<file path="config.mk">
export PLATFORM = sky130hd
export DESIGN_NAME = mem_ctrl_flat
export DESIGN_NICKNAME = d
export VERILOG_FILES = /design/src/rtl/mem_ctrl_pkg.sv /design/src/rtl/mem_ctrl_if.sv /design/src/rtl/mem_ctrl.sv /design/src/flat_wrapper.sv
export SDC_FILE = /design/constraint.sdc
export NUM_CORES = 1
export LEC_CHECK = 0
export ABC_AREA = 1
export BUFFER_PORTS_ARGS = -buffer_cell sky130_fd_sc_hd__buf_2
export CORE_UTILIZATION = 45
export DETAILED_ROUTE_END_ITERATION = 16
export PLACE_DENSITY = 0.68
export SLEW_MARGIN = 20
export SYNTH_ARGS = -nofsm -noshare
export SYNTH_HDL_FRONTEND = slang
export SYNTH_SLANG_ARGS = --single-unit
</file>
<file path="constraint.sdc">
create_clock -name clk_in -period 9.9 [get_ports clk_in]
set_clock_uncertainty 0.1 [all_clocks]
set_input_delay 0 -clock clk_in [delete_from_list [all_inputs] [get_ports clk_in]]
set_output_delay 0 -clock clk_in [all_outputs]
set_load 0.05 [all_outputs]
</file>
<file path="src/rtl/mem_ctrl_pkg.sv">
// Shared definitions for the RISCV32I byte-bus memory controller: widths,
// access-size codes and the controller state encoding.
package mem_ctrl_pkg;

    localparam int ADDR_LEN = 32;
    localparam int INST_LEN = 32;
    localparam int REG_LEN  = 32;

    localparam logic [1:0] SIZE_BYTE = 2'b00;
    localparam logic [1:0] SIZE_HALF = 2'b01;
    localparam logic [1:0] SIZE_WORD = 2'b10;

    typedef enum logic [1:0] {
        ST_IDLE,
        ST_IF_RD,
        ST_MEM_RD,
        ST_MEM_WR
    } state_t;

    // Reserved size code 2'b11 falls through to a full word.
    function automatic logic [2:0] size_bytes(input logic [1:0] size);
        case (size)
            SIZE_BYTE: return 3'd1;
            SIZE_HALF: return 3'd2;
            SIZE_WORD: return 3'd4;
            default:   return 3'd4;
        endcase
    endfunction

endpackage

</file>
<file path="src/rtl/mem_ctrl_if.sv">
// Requester and byte-bus signals of the memory controller. The slave modport
// is the controller itself; master is the surrounding core plus RAM/IO bus.
interface mem_ctrl_if
    import mem_ctrl_pkg::*;
#(
    parameter int ADDR_W = ADDR_LEN,
    parameter int DATA_W = REG_LEN
);
    logic                if_req;
    logic [ADDR_W-1:0]   if_addr;
    logic                if_flush;
    logic                if_done;
    logic [INST_LEN-1:0] if_inst;

    logic                mem_req;
    logic                mem_we;
    logic [1:0]          mem_size;
    logic [ADDR_W-1:0]   mem_addr;
    logic [DATA_W-1:0]   mem_wdata;
    logic                mem_done;
    logic [DATA_W-1:0]   mem_rdata;

    logic [7:0]          ram_din;
    logic [7:0]          ram_dout;
    logic [ADDR_W-1:0]   ram_a;
    logic                ram_wr;

    modport master (
        output if_req, if_addr, if_flush,
        output mem_req, mem_we, mem_size, mem_addr, mem_wdata,
        output ram_din,
        input  if_done, if_inst, mem_done, mem_rdata,
        input  ram_dout, ram_a, ram_wr
    );

    modport slave (
        input  if_req, if_addr, if_flush,
        input  mem_req, mem_we, mem_size, mem_addr, mem_wdata,
        input  ram_din,
        output if_done, if_inst, mem_done, mem_rdata,
        output ram_dout, ram_a, ram_wr
    );
endinterface

</file>
<file path="src/rtl/mem_ctrl.sv">
// Arbitrates instruction fetch and MEM-stage accesses onto the single byte-wide
// RAM/IO bus, serialising 1/2/4-byte transfers and reassembling read words.
module mem_ctrl
    import mem_ctrl_pkg::*;
#(
    parameter int ADDR_W = ADDR_LEN,
    parameter int DATA_W = REG_LEN
) (
    input  logic      clk_in,
    input  logic      rst_in,
    input  logic      rdy_in,
    mem_ctrl_if.slave bus
);

    state_t            state;
    logic [2:0]        iss_cnt;
    logic [2:0]        rcv_cnt;
    logic [2:0]        n_q;
    logic              wr_q;
    logic [ADDR_W-1:0] base_q;
    logic [DATA_W-1:0] wdata_q;
    logic [DATA_W-1:0] rbuf_q;
    logic [DATA_W-1:0] rd_word;
    logic              can_accept;
    logic              accept_mem;
    logic              accept_if;
    logic              flush_rd;
    logic              capture;
    logic              last_rcv;

    function automatic logic [DATA_W-1:0] put_byte(input logic [DATA_W-1:0] word,
                                                   input logic [1:0]        lane,
                                                   input logic [7:0]        data);
        logic [DATA_W-1:0] res;
        res = word;
        res[8*lane +: 8] = data;
        return res;
    endfunction

    // The done cycle is spent in IDLE, but nothing new is sampled until it has passed.
    assign can_accept = (state == ST_IDLE) && !bus.if_done && !bus.mem_done;
    assign accept_mem = can_accept && bus.mem_req;
    assign accept_if  = can_accept && !bus.mem_req && bus.if_req && !bus.if_flush;
    assign flush_rd   = (state == ST_IF_RD) && bus.if_flush;

    // Byte k arrives one cycle after its address, i.e. once two addresses are out.
    assign capture  = ((state == ST_IF_RD) || (state == ST_MEM_RD)) && !flush_rd
                      && (iss_cnt >= 3'd2);
    assign last_rcv = capture && (rcv_cnt == n_q - 3'd1);
    assign rd_word  = put_byte(rbuf_q, rcv_cnt[1:0], bus.ram_din);

    assign bus.ram_wr = wr_q & rdy_in;

    always_ff @(posedge clk_in) begin
        if (rdy_in) begin
            if (accept_mem) begin
                base_q  <= bus.mem_addr;
                wdata_q <= bus.mem_wdata;
                n_q     <= size_bytes(bus.mem_size);
                rbuf_q  <= '0;
            end else if (accept_if) begin
                base_q  <= bus.if_addr;
                n_q     <= 3'd4;
                rbuf_q  <= '0;
            end else if (capture) begin
                rbuf_q  <= rd_word;
            end
        end
    end

    always_ff @(posedge clk_in or posedge rst_in) begin
        if (rst_in) begin
            state         <= ST_IDLE;
            iss_cnt       <= 3'd0;
            rcv_cnt       <= 3'd0;
            wr_q          <= 1'b0;
            bus.ram_a     <= '0;
            bus.ram_dout  <= 8'h00;
            bus.if_done   <= 1'b0;
            bus.mem_done  <= 1'b0;
            bus.if_inst   <= '0;
            bus.mem_rdata <= '0;
        end else if (rdy_in) begin
            bus.if_done  <= 1'b0;
            bus.mem_done <= 1'b0;
            case (state)
                ST_IDLE: begin
                    if (accept_mem) begin
                        state        <= bus.mem_we ? ST_MEM_WR : ST_MEM_RD;
                        wr_q         <= bus.mem_we;
                        bus.ram_a    <= bus.mem_addr;
                        bus.ram_dout <= bus.mem_wdata[7:0];
                        iss_cnt      <= 3'd1;
                        rcv_cnt      <= 3'd0;
                    end else if (accept_if) begin
                        state        <= ST_IF_RD;
                        bus.ram_a    <= bus.if_addr;
                        iss_cnt      <= 3'd1;
                        rcv_cnt      <= 3'd0;
                    end
                end
                ST_IF_RD, ST_MEM_RD: begin
                    if (flush_rd) begin
                        state   <= ST_IDLE;
                        iss_cnt <= 3'd0;
                        rcv_cnt <= 3'd0;
                    end else begin
                        // ram_a stays on the last byte once all n are issued: no over-fetch.
                        if (iss_cnt < n_q) begin
                            bus.ram_a <= base_q + ADDR_W'(iss_cnt);
                        end
                        iss_cnt <= iss_cnt + 3'd1;
                        if (capture) begin
                            rcv_cnt <= rcv_cnt + 3'd1;
                            if (last_rcv) begin
                                state   <= ST_IDLE;
                                iss_cnt <= 3'd0;
                                rcv_cnt <= 3'd0;
                                if (state == ST_IF_RD) begin
                                    bus.if_inst <= rd_word[INST_LEN-1:0];
                                    bus.if_done <= 1'b1;
                                end else begin
                                    bus.mem_rdata <= rd_word;
                                    bus.mem_done  <= 1'b1;
                                end
                            end
                        end
                    end
                end
                ST_MEM_WR: begin
                    if (iss_cnt < n_q) begin
                        bus.ram_a    <= base_q + ADDR_W'(iss_cnt);
                        bus.ram_dout <= wdata_q[8*iss_cnt[1:0] +: 8];
                        iss_cnt      <= iss_cnt + 3'd1;
                    end else begin
                        state        <= ST_IDLE;
                        wr_q         <= 1'b0;
                        iss_cnt      <= 3'd0;
                        bus.mem_done <= 1'b1;
                    end
                end
                default: begin
                    state <= ST_IDLE;
                    wr_q  <= 1'b0;
                end
            endcase
        end
    end

endmodule

</file>
<file path="src/flat_wrapper.sv">
// flat-port wrapper written by rule: the top's interface ports become plain ports
module mem_ctrl_flat import mem_ctrl_pkg::*;
#(
    parameter int ADDR_W = ADDR_LEN,
    parameter int DATA_W = REG_LEN
)
  (clk_in, rst_in, rdy_in, bus_if_req, bus_if_addr, bus_if_flush, bus_mem_req, bus_mem_we, bus_mem_size, bus_mem_addr, bus_mem_wdata, bus_ram_din, bus_if_done, bus_if_inst, bus_mem_done, bus_mem_rdata, bus_ram_dout, bus_ram_a, bus_ram_wr);
  mem_ctrl_if #(.ADDR_W(ADDR_W), .DATA_W(DATA_W)) bus_i ();
  input  logic clk_in;
  input  logic rst_in;
  input  logic rdy_in;
  input wire logic [$bits(bus_i.if_req)-1:0] bus_if_req;
  input wire logic [$bits(bus_i.if_addr)-1:0] bus_if_addr;
  input wire logic [$bits(bus_i.if_flush)-1:0] bus_if_flush;
  input wire logic [$bits(bus_i.mem_req)-1:0] bus_mem_req;
  input wire logic [$bits(bus_i.mem_we)-1:0] bus_mem_we;
  input wire logic [$bits(bus_i.mem_size)-1:0] bus_mem_size;
  input wire logic [$bits(bus_i.mem_addr)-1:0] bus_mem_addr;
  input wire logic [$bits(bus_i.mem_wdata)-1:0] bus_mem_wdata;
  input wire logic [$bits(bus_i.ram_din)-1:0] bus_ram_din;
  output wire logic [$bits(bus_i.if_done)-1:0] bus_if_done;
  output wire logic [$bits(bus_i.if_inst)-1:0] bus_if_inst;
  output wire logic [$bits(bus_i.mem_done)-1:0] bus_mem_done;
  output wire logic [$bits(bus_i.mem_rdata)-1:0] bus_mem_rdata;
  output wire logic [$bits(bus_i.ram_dout)-1:0] bus_ram_dout;
  output wire logic [$bits(bus_i.ram_a)-1:0] bus_ram_a;
  output wire logic [$bits(bus_i.ram_wr)-1:0] bus_ram_wr;
  assign bus_i.if_req = bus_if_req;
  assign bus_i.if_addr = bus_if_addr;
  assign bus_i.if_flush = bus_if_flush;
  assign bus_i.mem_req = bus_mem_req;
  assign bus_i.mem_we = bus_mem_we;
  assign bus_i.mem_size = bus_mem_size;
  assign bus_i.mem_addr = bus_mem_addr;
  assign bus_i.mem_wdata = bus_mem_wdata;
  assign bus_i.ram_din = bus_ram_din;
  assign bus_if_done = bus_i.if_done;
  assign bus_if_inst = bus_i.if_inst;
  assign bus_mem_done = bus_i.mem_done;
  assign bus_mem_rdata = bus_i.mem_rdata;
  assign bus_ram_dout = bus_i.ram_dout;
  assign bus_ram_a = bus_i.ram_a;
  assign bus_ram_wr = bus_i.ram_wr;
  mem_ctrl #(.ADDR_W(ADDR_W), .DATA_W(DATA_W)) u_core (.clk_in(clk_in), .rst_in(rst_in), .rdy_in(rdy_in), .bus(bus_i));
endmodule
</file>
==> metrics.cfg <==
[grt]
grt_max_degree = 86
grt_pass1_vias = 8817
grt_pass1_wl_um = 44300
track_usage_pct = 22.8
antenna_found_initial = 2
grt_overflow_total = 0

[setup_path]
reg2reg_from = u_core.iss_cnt[1]
r2r_slack_ns = 6.83
r2r_cells = 10
crit_type = register to register
critPathArrivalTime_ns = 3.37
worstSetupStartpointType = register
end_kind = register
worst_ep_required_time_ns = 10.20
worstPathMaxFanout = 14
r2r-end = u_core.bus.ram_a[18]
cp-startpoint = u_core.iss_cnt[1]
crit_path_end = u_core.bus.ram_a[18]

[synthesis]
syn-num-nets = 1364
yosys_warnings = 0
ys_types = 38
ys_seq_area_share_pct = 55.0
netlist_area_um2 = 10600
synthesis.instances = 1232
ys_ff_latch = 214
synth.avg_cell_area_um2 = 8.63

[timing]
setup-tns-final_ns = 0
period_needed_ns = 3.07
fin_ws_ns = 6.83
worst_pin_slew_ns = 0.964
hold_viol = 0
fmax_mhz = 326
holdWs_ns = 0.0417
setup_viol = 0
maxSlewHeadroom_pct = 35.6
maxSlewViolCount = 0
period_share_pct = 31.0
rsz0062_at_grt = false

[cells_and_area]
fin_util_pct = 60.2
syn_to_final_growth_pct = 29.7
final_common_cell = nand2_1
drive_above_1_share_pct = 20.3
final_cell_mix = 410 x nand2_1, 219 x buf_2, 129 x inv_1
final_cell_area_um2 = 13800
nets = 1684
multi_input_area_um2 = 3970
ff_latch_area_um2 = 5850
fillCellCount = 2012
final_cells = 1885

[clock_network]
clkTransAtPathRegs_ns = 0.06
cts_setup_buffers = 0
clk_path_buf_depth = 3
cts_made_buffers = 24
cts_tree = yes
clock_latency_ns = 0.52
htree_levels = 1
cts-root-buf = clkbuf_16
cts.sinks = 214

[power_and_ir_drop]
peakVddDrop_uv = 202
finalPower_mw = 4.10
pwr-share-clk_pct = 21.2
cellPowerDensity_nw_per_um2 = 297
p_sw_mw = 1.84
p_comb_share_pct = 45.3
leakagePower_nw = 6.86
p_int_mw = 2.26
swShare_pct = 44.8
sequentialPowerShare_pct = 33.5

[floorplan]
dieArea_um2 = 24300
std_cell_rows = 55
start_util_pct = 46.4
pin_count = 220
fp.coreArea_um2 = 22900
die_y_um = 156
fp.dieW_um = 156

[detailed_routing]
vias = 9201
drcViolationCount = 0
ant_nets = 0
drtIter0Drc = 725
drt_first_pass_iters = 5
wl_per_cell_um = 14.4
viasPerCell = 4.88
wirelength_um = 27200

[hold_path]
hold_class = primary input to register

[place]
gp_congestion = 0.903
dpl.cell_count = 1727
io_buffers = 219
placed_cell_area_um2 = 11900
pre_cts_ws_ns = 6.79
place_hpwl_um = 17800

[run]
maxCapViolations = 0

[status]
status = finished, final reports clean

-- state kept, by name, indices dropped and copies added, names as in the netlist, 8 cells and up --
name / cells
u_core.bus.ram_dout: 8
u_core.wdata_q: 32
u_core.bus.mem_rdata: 32
u_core.base_q: 32
u_core.bus.ram_a: 32
u_core.bus.if_inst: 32
u_core.rbuf_q: 32
-- area by class of cell --
type                            count  share of cell area, %
Timing Repair Buffer              337                   16.4
Antenna cell                        2                 0.0363
Inverter                          141                   3.87
Clock buffer                       38                   5.34
Multi-Input combinational cell    834                   28.8
Sequential cell                   214                   42.4
Clock inverter                      6                  0.299
Tap cell                          313                   2.84
-- metal layers --
| layer | track usage, % | up-vias | share of wire, % |
|---|---|---|---|
| met5 | 0 | - | 0 |
| met4 | 6.40 | 0 | 2.2 |
| met3 | 2.81 | 47 | 5.0 |
| met1 | 31.3 | 4271 | 46 |
| met2 | 38.0 | 283 | 47 |
| li1 | - | 4600 | - |
-- cells in the mapped netlist, drive strengths merged --
| master | instances | area share [%] |
|---|---|---|
| nand3 | 55 | 2.8 |
| and2 | 10 | 0.59 |
| clkinv | 3 | 0.11 |
| edfxtp | 99 | 28 |
| o21a | 3 | 0.21 |
| nand2 | 415 | 15 |
| o21ai | 111 | 6.1 |
| buf | 34 | 2.5 |
| dfrtp | 115 | 27 |
| clkbuf | 9 | 0.33 |
| o22ai | 24 | 1.4 |
| nor3 | 1 | 0.047 |
| nor2 | 133 | 4.9 |
| nand4 | 1 | 0.059 |
| or2 | 10 | 0.59 |
| inv | 138 | 4.9 |
| o211ai | 3 | 0.21 |
| a21oi | 21 | 1.0 |
| ha | 18 | 2.1 |
| xor2 | 2 | 0.16 |
| fa | 1 | 0.19 |
| xnor2 | 2 | 0.16 |
| mux2i | 8 | 0.75 |
| nand3b | 15 | 1.1 |
| o21bai | 1 | 0.071 |
-- cell families after synthesis --
group                    count (synthesis)  synth area share (%)
flip-flops                             214                  55.0
multiplexers                             8                 0.753
AND/OR/NAND/NOR                        640                  24.8
adder cells (fa/ha/maj)                 19                  2.31
buffers and inverters                  184                  7.80
AO/OA/AOI/OAI                          163                  9.00
XOR/XNOR                                 4                 0.330
-- power groups by stage --
stage	Sequential [mW]	Clock, mW	Combinational [mW]
2_1_floorplan	1.83	0	0.912
3_3_place_gp	1.38	0	1.75
3_5_place_dp	1.39	0	1.78
4_1_cts	1.37	0.882	1.87
5_1_grt	1.40	0.919	2.05
6_report	1.38	0.868	1.86
-- timing repair --
action | 4_1_cts | 5_1_grt
hold buffers | 112 | 0
endpoints found under the hold margin | 236 | 0
gates resized for setup | 0 | 0
-- critical path, stage by stage (launching register included) --
cell and delay, ns:
dfrtp_1 0.68, clkinv_1 0.47, fa_1 0.58, o21ai_2 0.26, nand2_1 0.21, nor2_2 0.30, nand2_1 0.09, nand2_1 0.07
nand3_1 0.07, nand2_1 0.08, nand2_1 0.04
-- worst min-delay path by stage --
| stage | startpoint | to | depth (start not counted) |
|---|---|---|---|
| 2_1_floorplan | bus_mem_wdata[0] | u_core.wdata_q[0] | 0 |
| 3_3_place_gp | rst_in | u_core.bus.ram_a[25] | 2 |
| 3_5_place_dp | rst_in | u_core.bus.ram_a[25] | 2 |
| 4_1_cts | bus_mem_req | u_core.wdata_q[17] | 3 |
| 5_1_grt | bus_mem_req | u_core.wdata_q[9] | 3 |
| 6_report | bus_mem_req | u_core.wdata_q[30] | 3 |
No activity file was read; power rests on OpenSTA's default activity.
